==> config.mk <==
export PLATFORM = sky130hd
export DESIGN_NAME = exc_ctrl
export DESIGN_NICKNAME = d
export VERILOG_FILES = /design/src/rtl/exc_ctrl_pkg.sv /design/src/rtl/exc_prio.sv /design/src/rtl/exc_ctrl.sv
export SDC_FILE = /design/constraint.sdc
export NUM_CORES = 1
export LEC_CHECK = 0
export CELL_PAD_IN_SITES_DETAIL_PLACEMENT = 0
export CELL_PAD_IN_SITES_GLOBAL_PLACEMENT = 1
export CORE_MARGIN = 1.5
export CORE_UTILIZATION = 19
export CTS_CLUSTER_SIZE = 12
export DETAILED_ROUTE_END_ITERATION = 7
export GPL_TIMING_DRIVEN = 0
export PLACE_DENSITY = 0.9
export SYNTH_ARGS = -nofsm -noshare
export SYNTH_HDL_FRONTEND = slang
export SYNTH_SLANG_ARGS = --single-unit
==> constraint.sdc <==
create_clock -name clk -period 2.12 [get_ports clk]
set_input_delay 0.424 -clock clk [delete_from_list [all_inputs] [get_ports clk]]
set_output_delay 0.424 -clock clk [all_outputs]
set_load 0.005 [all_outputs]
==> src/rtl/exc_ctrl_pkg.sv <==
// exc_ctrl_pkg: excode constants, Status bit index, FSM states and shared helpers for exc_ctrl
package exc_ctrl_pkg;
  localparam logic [4:0] EXC_INT  = 5'h00;
  localparam logic [4:0] EXC_ADEL = 5'h04;
  localparam logic [4:0] EXC_ADES = 5'h05;
  localparam logic [4:0] EXC_SYS  = 5'h08;
  localparam logic [4:0] EXC_BP   = 5'h09;
  localparam logic [4:0] EXC_RI   = 5'h0a;
  localparam logic [4:0] EXC_OV   = 5'h0c;
  localparam int STATUS_BEV = 22;
  typedef enum logic {EXCC_IDLE = 1'b0, EXCC_FLUSH = 1'b1} state_t;
  typedef enum logic [1:0] {BVA_NONE, BVA_PC, BVA_VADDR} bva_sel_t;
  // EPC points at the branch when the faulting instruction sits in its delay slot
  function automatic logic [31:0] epc_of(input logic [31:0] pc, input logic bd);
    return bd ? pc - 32'd4 : pc;
  endfunction
endpackage

==> src/rtl/exc_prio.sv <==
// exc_prio: combinational priority encoder from commit exception flags to {hit, excode, badvaddr source}
module exc_prio
  import exc_ctrl_pkg::*;
(
  input  logic       int_take,
  input  logic       if_adel,
  input  logic       ri,
  input  logic       ov,
  input  logic       sys,
  input  logic       bp,
  input  logic       mem_adel,
  input  logic       mem_ades,
  output logic       hit,
  output logic [4:0] excode,
  output bva_sel_t   bva_sel
);
  // highest-priority flag wins; the interrupt outranks every synchronous exception
  always_comb begin
    hit = int_take | if_adel | ri | ov | sys | bp | mem_adel | mem_ades;
    excode = int_take ? EXC_INT : if_adel ? EXC_ADEL : ri ? EXC_RI : ov ? EXC_OV :
             sys ? EXC_SYS : bp ? EXC_BP : mem_adel ? EXC_ADEL : mem_ades ? EXC_ADES : EXC_INT;
    bva_sel = int_take ? BVA_NONE : if_adel ? BVA_PC : (ri | ov | sys | bp) ? BVA_NONE :
              (mem_adel | mem_ades) ? BVA_VADDR : BVA_NONE;
  end
endmodule

==> src/rtl/exc_ctrl.sv <==
// exc_ctrl: commit-stage exception/interrupt sequencer feeding cp0, then flushing and redirecting (optional stats: EXC_CTRL_STATS_EN)
module exc_ctrl
  import exc_ctrl_pkg::*;
#(
  parameter int unsigned FLUSH_CYCLES = 2,
  parameter logic [31:0] VEC_BEV1 = 32'hBFC00380,
  parameter logic [31:0] VEC_BEV0 = 32'h80000180
) (
  input  logic        clk,
  input  logic        resetn,
  input  logic        cm_valid,
  input  logic [31:0] cm_pc,
  input  logic        cm_bd,
  input  logic        cm_if_adel,
  input  logic        cm_ri,
  input  logic        cm_sys,
  input  logic        cm_bp,
  input  logic        cm_ov,
  input  logic        cm_mem_adel,
  input  logic        cm_mem_ades,
  input  logic [31:0] cm_vaddr,
  input  logic        cm_eret,
  input  logic        cm_mtc0_sr,
  input  logic        int_pending,
  input  logic [31:0] cp0_status,
  input  logic [31:0] cp0_epc,
  output logic        exc_valid,
  output logic [4:0]  exc_excode,
  output logic        exc_bd,
  output logic [31:0] exc_epc,
  output logic [31:0] exc_badvaddr,
  output logic        exc_eret,
  output logic        flush,
  output logic        redirect_valid,
  output logic [31:0] redirect_pc
`ifdef EXC_CTRL_STATS_EN
  ,
  output logic [31:0] trap_count,
  output logic [31:0] int_count
`endif
);
  state_t state, state_nx;
  logic [3:0] cnt, cnt_nx;
  logic mask;
  logic active, take_int, trap, eret_ev, hit;
  logic [4:0] p_excode;
  bva_sel_t bva_sel;
  logic unused_status;
  assign unused_status = ^{cp0_status[31:STATUS_BEV+1], cp0_status[STATUS_BEV-1:0]};
  assign active = (state == EXCC_IDLE) & cm_valid;
  assign take_int = active & int_pending & ~mask;
  exc_prio u_prio (
    .int_take (take_int),
    .if_adel  (cm_if_adel),
    .ri       (cm_ri),
    .ov       (cm_ov),
    .sys      (cm_sys),
    .bp       (cm_bp),
    .mem_adel (cm_mem_adel),
    .mem_ades (cm_mem_ades),
    .hit      (hit),
    .excode   (p_excode),
    .bva_sel  (bva_sel)
  );
  // cp0 event for the committing instruction; eret only when nothing outranks it
  always_comb begin
    trap = active & hit;
    eret_ev = active & cm_eret & ~trap;
    exc_valid = trap | eret_ev;
    exc_eret = eret_ev;
    exc_excode = trap ? p_excode : EXC_INT;
    exc_bd = trap & cm_bd;
    exc_epc = trap ? epc_of(cm_pc, cm_bd) : 32'd0;
    exc_badvaddr = !trap ? 32'd0 : bva_sel == BVA_PC ? cm_pc : bva_sel == BVA_VADDR ? cm_vaddr : 32'd0;
  end
  // next state: enter FLUSH on any event, count down the flush window, then back to IDLE
  always_comb begin
    state_nx = state;
    cnt_nx = cnt;
    if (state == EXCC_IDLE) begin
      if (exc_valid) begin
        state_nx = EXCC_FLUSH;
        cnt_nx = 4'(FLUSH_CYCLES);
      end
    end else begin
      cnt_nx = cnt - 4'd1;
      if (cnt <= 4'd1) begin
        state_nx = EXCC_IDLE;
        cnt_nx = 4'd0;
      end
    end
  end
  // state, flush counter, interrupt mask window and the one-shot redirect
  always_ff @(posedge clk) begin
    if (!resetn) begin
      state <= EXCC_IDLE;
      cnt <= 4'd0;
      mask <= 1'b0;
      redirect_valid <= 1'b0;
      redirect_pc <= 32'd0;
    end else begin
      state <= state_nx;
      cnt <= cnt_nx;
      mask <= cm_valid & cm_mtc0_sr;
      redirect_valid <= exc_valid;
      if (exc_valid)
        redirect_pc <= eret_ev ? cp0_epc : cp0_status[STATUS_BEV] ? VEC_BEV1 : VEC_BEV0;
    end
  end
  assign flush = state == EXCC_FLUSH;
`ifdef EXC_CTRL_STATS_EN
  // wrapping trap and interrupt event counters
  always_ff @(posedge clk) begin
    if (!resetn) begin
      trap_count <= 32'd0;
      int_count <= 32'd0;
    end else begin
      trap_count <= trap_count + {31'd0, trap};
      int_count <= int_count + {31'd0, take_int};
    end
  end
`endif
endmodule

# ---- Yosys cells after proc, flatten, opt, wreduce, memory -nomap -nowiden
# Index checks and enable logic that the tools add are counted.
dict set report word_totals {
  reg_bits 39
  input_bits 142
  word_cells 60
}
dict set report op_classes {
  add_sub_neg 2
  order_cmp 1
  eq_ne 2
  n_mux 26
  n_bitwise 23
  n_reduce_logical 1
}
# op n
set ops {}
lappend ops {{32-bit two-way mux} 6}
lappend ops {{5-bit two-way mux} 8}
lappend ops {{32-bit by 3-bit subtractor with 32-bit output (second input constant)} 1}
lappend ops {{30-bit two-way mux} 1}
lappend ops {{4-bit two-way mux} 3}
lappend ops {{1-bit OR} 12}
lappend ops {{1-bit AND} 8}
lappend ops {{2-bit two-way mux} 4}
lappend ops {{4-bit by 1-bit <= comparator with 1-bit output (second input constant)} 1}
lappend ops {{4-bit by 1-bit subtractor with 4-bit output (second input constant)} 1}
lappend ops {{1-bit two-way mux} 3}
lappend ops {{3-bit two-way mux} 1}
lappend ops {{1-bit inverter} 3}
lappend ops {{2-bit by 1-bit == test with 1-bit output (second input constant)} 1}
lappend ops {{2-bit == test (second input constant)} 1}
lappend ops {{2-bit nonzero test} 1}

# ---- Depth between registers and ports, before layout
dict set report logic_depth {
  depth_word 17
  mapped_depth 8
  depth_no_buf 6
}

# ---- By module
# Synthesis repeated with hierarchy kept, for this count alone.
dict set report hier_totals {
  cells_unflattened 354
  hier_area_um2 2746.4
}
# module n_inst cells_each area_each_um2 seq_area_each_um2
set modules_own_cells {}
lappend modules_own_cells {exc_ctrl 1 335 2638.8 780.7}
lappend modules_own_cells {exc_prio 1 19 107.6 0.0}

# ---- Worst setup path before layout
# OpenSTA, ideal clock, no wires.
dict set report synth_path {
  kind {in2out}
  startpoint {input port cm_pc[2]}
  endpoint {output port exc_epc[24]}
  arrival_time_ns 1.904
  required_time_ns 1.696
  setup_slack_ns -0.208
  path_stages 7
  path_buffers 1
  path_cell_list {inv_1 > ha_1 > nand4bb_4 > or2_2 > buf_2 > or4_1 > a21oi_1}
}
dict set report synth_via {
  elab_chain_cells 3
}
# item line
set synth_lines {}
lappend synth_lines {{start, declared} exc_ctrl.sv:12} ;# input logic [31:0] cm_pc,
lappend synth_lines {{32-bit by 3-bit subtractor with 32-bit output} exc_ctrl_pkg.sv:15} ;# return bd ? pc - 32'd4 : pc;
lappend synth_lines {{32-bit two-way mux} exc_ctrl_pkg.sv:15}
lappend synth_lines {{32-bit two-way mux} exc_ctrl.sv:73} ;# exc_epc = trap ? epc_of(cm_pc, cm_bd) : 32'd0;
lappend synth_lines {{end, declared} exc_ctrl.sv:30} ;# output logic [31:0] exc_epc,
# No other way between the ends.

# ---- Worst setup path after layout
dict set report layout_path {
  startpoint {input port cm_pc[10]}
  endpoint {output port exc_epc[26]}
}
# Same word-level chain as after synthesis.

==> results.py <==
metrics = {
    "worst_setup_path": {
        "cp-end-kind": "output pin",
        "path_max_fanout": 4,
        "critical_path_required_ns": 1.70,
        "slowest_delay_ns": 0.43,
        "reg2reg_to": "redirect_pc[22]$_SDFFE_PN0P_",
        "worstRegToRegCells": 5,
        "cp_top_family": "simple AND/OR/NAND/NOR gates",
        "slowest_stage": "or4_4",
        "r2r-start": "flush$_SDFF_PN0_",
        "worstPathArrival_ns": 2.11,
        "crit_chain": "buf_12, nor4_4, buf_4, nand4_1, buf_6, buf_6, or4_4, a21oi_4, buf_2",
        "worstSetupStartpointType": "input port",
        "worst-setup-path-type": "input port to output pin",
        "crit_path_start": "cm_pc[10]",
        "endpoint": "exc_epc[26]",
        "cpMostUsedCell": "buf_6",
        "crit_cells": 9,
        "rrSetupSlack_ns": 0.23,
        "path_buf_inv": 5,
    },
    "synth": {
        "ys_seq_area_share_pct": 27.3,
        "ys_types": 49,
        "synthCells": 384,
        "synth_top_area_share_pct": 27.3,
        "synth_area_sq_um": 2860,
        "synth-async-reset-ratio_pct": 0,
        "yosys_most_used_dff": "dfxtp_1",
        "synth_edf_count": 0,
        "ys_ff_latch": 39,
        "synth.area.top_cells": "dfxtp_1 (27%), a22oi_1 (14%), nor2_1 (9.3%)",
        "synthesis.nets": 529,
        "yosys.area.top_type": "dfxtp_1",
        "syn_avg_cell_area_sq_um": 7.46,
        "yosysWarnings": 0,
    },
    "global_route": {
        "antenna_found_initial": 0,
        "grt_pass1_vias": 4436,
        "gr-usage-all-layers_pct": 17.9,
        "grt_start_max_net_pins": 12,
        "grt_pass1_wl_mm": 23.0,
        "grt_overflow": 0,
    },
    "floorplanning": {
        "fp.dieH_microns": 126,
        "dieArea_sq_um": 15800,
        "die_w_microns": 126,
        "core_sq_um": 14600,
        "ios": 248,
        "num_rows": 44,
        "initial_utilization_pct": 19.6,
    },
    "worst_hold_path": {
        "hold_path_depth": 2,
        "hp-class": "input port to register",
    },
    "sta": {
        "slew_headroom_pct": 63.7,
        "setup_violations": 60,
        "fmax_mhz": 394,
        "rsz0062_at_grt": "true",
        "finalCritPeriodShare_pct": 120,
        "min_period_ns": 2.54,
        "drv_slew": 0,
        "finClkSkew_ns": 0.00480,
        "tightestPinTransition_ns": 0.540,
        "setup_ws_ns": -0.415,
        "hold_slack_ns": 0.499,
        "finalHoldViolations": 0,
    },
    "pwr": {
        "power.switching_uw": 762,
        "intPower_uw": 1850,
        "pwr-share-comb_pct": 40.0,
        "p_leak_uw": 0.00281,
        "pwr-share-seq_pct": 29.8,
        "p_sw_share_pct": 29.1,
        "p_per_area_nw_per_um2": 371,
        "ir_drop_v": 0.000473,
        "p_clk_share_pct": 30.2,
        "p_total_uw": 2620,
    },
    "routing": {
        "wl_per_cell_microns": 17.2,
        "avgViaCountPerCell": 4.95,
        "wl_mm": 15.3,
        "drc": 21,
        "ant_nets": 0,
        "vias": 4414,
        "detail_route.first_pass.iterations": 7,
        "drt_iter0_markers": 241,
    },
    "clock_tree": {
        "cts-root-buf": "clkbuf_16",
        "cts.sinks": 39,
        "cts.clk_slew.worst_paths_ns": 0.06,
        "cts_max_level": 2,
        "postCtsHoldBufs": 0,
        "cts_tree": "built",
        "cts_inserted_buffers": 5,
        "clk_latency_ns": 0.28,
        "clk_path_buf_depth": 2,
    },
    "finish": {
        "n_fill_cell": 1353,
        "final_cells": 892,
        "utilization_pct": 48.1,
        "stdcell_area_sq_um": 7040,
        "insertedDiodeCount": 0,
        "drive_gt1_share_pct": 52.4,
        "syn_to_final_growth_pct": 146,
        "fin_nets": 852,
    },
    "placement": {
        "dp_cells": 781,
        "placed_area_sq_um": 5300,
        "gp_congestion": 0.829,
        "hpwlAfterDp_mm": 9.66,
        "portBuffers": 213,
    },
    "status": {
        "violations": "design-rule violations, negative setup slack",
        "status": "finished, violations left",
    },
    "job": {
        "cap_violations": 0,
    },
}
==> worst min-delay path by stage <==
stage,start,end,slack [ns]
floorplan,redirect_pc[0]$_SDFFE_PN0P_,redirect_pc[0]$_SDFFE_PN0P_,0.50
global placement,redirect_pc[12]$_SDFFE_PN0P_,redirect_pc[12]$_SDFFE_PN0P_,0.49
detailed placement,redirect_pc[21]$_SDFFE_PN0P_,redirect_pc[21]$_SDFFE_PN0P_,0.50
CTS,redirect_pc[19]$_SDFFE_PN0P_,redirect_pc[19]$_SDFFE_PN0P_,0.51
global route,cm_valid,mask$_SDFF_PN0_,0.49
finish,cm_valid,mask$_SDFF_PN0_,0.50
==> stage by stage <==
step	setup TNS, ns	setup slack [ns]
2_1_floorplan	-0.129	-0.0846
3_3_place_gp	-124.94	-1.69
3_5_place_dp	-127.87	-1.67
4_1_cts	-13.16	-0.413
5_1_grt	-15.44	-0.431
6_report	-11.80	-0.415
==> power by group through the flow <==
stage	registers (uW)	clock network, uW	logic [uW]
after floorplan	793	0	261
after global placement	793	0	767
after detailed placement	792	0	771
after CTS	778	807	972
after global routing	781	841	1110
final	778	790	1050
==> registers in the layout, summed over array words and instances, names as in the netlist <==
signal	flops
cnt	4
flush	1
mask	1
redirect_pc	32
redirect_valid	1
==> synth_stat cells (2+ instances only) <==
library cell,instances
and2_1,4
nand4b_1,2
o31ai_1,16
or4_4,2
or4_1,14
clkbuf_1,18
nor4_2,2
nand2b_1,5
nor3_1,7
a31oi_1,2
a22oi_1,52
o21ai_0,13
nor2b_1,2
nor4_1,10
nand3b_1,3
a21oi_1,29
o221a_2,4
xor2_1,3
nand2_1,17
xnor2_1,7
buf_2,10
ha_1,3
dfxtp_1,39
nor2_1,71
mux2i_1,2
nand3_1,2
inv_1,9
or2_2,7
nand4_1,4
or3_1,6
==> worst reg2reg max path, delay by kind of cell, from the launching register on <==
| kind | cells | cell delay (ns) |
|---|---|---|
| DFF | 1 | 0.36 |
| and+or+nand+nor | 2 | 0.84 |
| buffers and inverters | 1 | 0.15 |
| AOI/OAI and AO/OA | 2 | 0.42 |
==> final cells by class <==
type	count	area [sq um]	area share [%]
tap	184	230	3.27
inverter	9	53.8	0.764
multi-input combinational	306	2650	37.6
clock buffer	8	156	2.22
sequential	39	786	11.2
timing repair buffer	320	2870	40.7
buffer	26	303	4.30
==> metal layers <==
metal / global-route usage [%] / up-vias / routed length, microns
met5: 0 / - / 0
met4: 6.76 / 0 / 402
met3: 4.50 / 27 / 1350
met2: 33.4 / 211 / 7700
met1: 19.5 / 2088 / 5850
li1: - / 2088 / -
==> cell families (layout without fill, tap and decap cells) <==
group | count (synthesis) | in the layout | synth area share (%)
mux | 2 | 2 | 0.699
compound gates | 125 | 125 | 30.1
xor+xnor | 10 | 10 | 3.06
flops | 39 | 39 | 27.3
other cells | 1 | 1 | 0.131
buf+inv | 39 | 363 | 5.68
fa+ha+maj | 3 | 3 | 1.31
simple gates | 165 | 165 | 31.8
==> cells in the final DEF (no fill, tap or decap), types with 20 or more instances in the layout <==
cell type and n:
clkdlybuf4s50_1 105, buf_2 77, nor2_1 64, buf_4 60
buf_6 50, dfxtp_1 37, a22oi_2 32, a22oi_1 20
==> repair_timing <==
item,in CTS,in global routing
resized for setup,618,95
endpoints found under the setup margin,103,68
pin swaps,73,68
buffers inserted,86,23
gates cloned,4,1
Power figures use the tool's default switching activity.
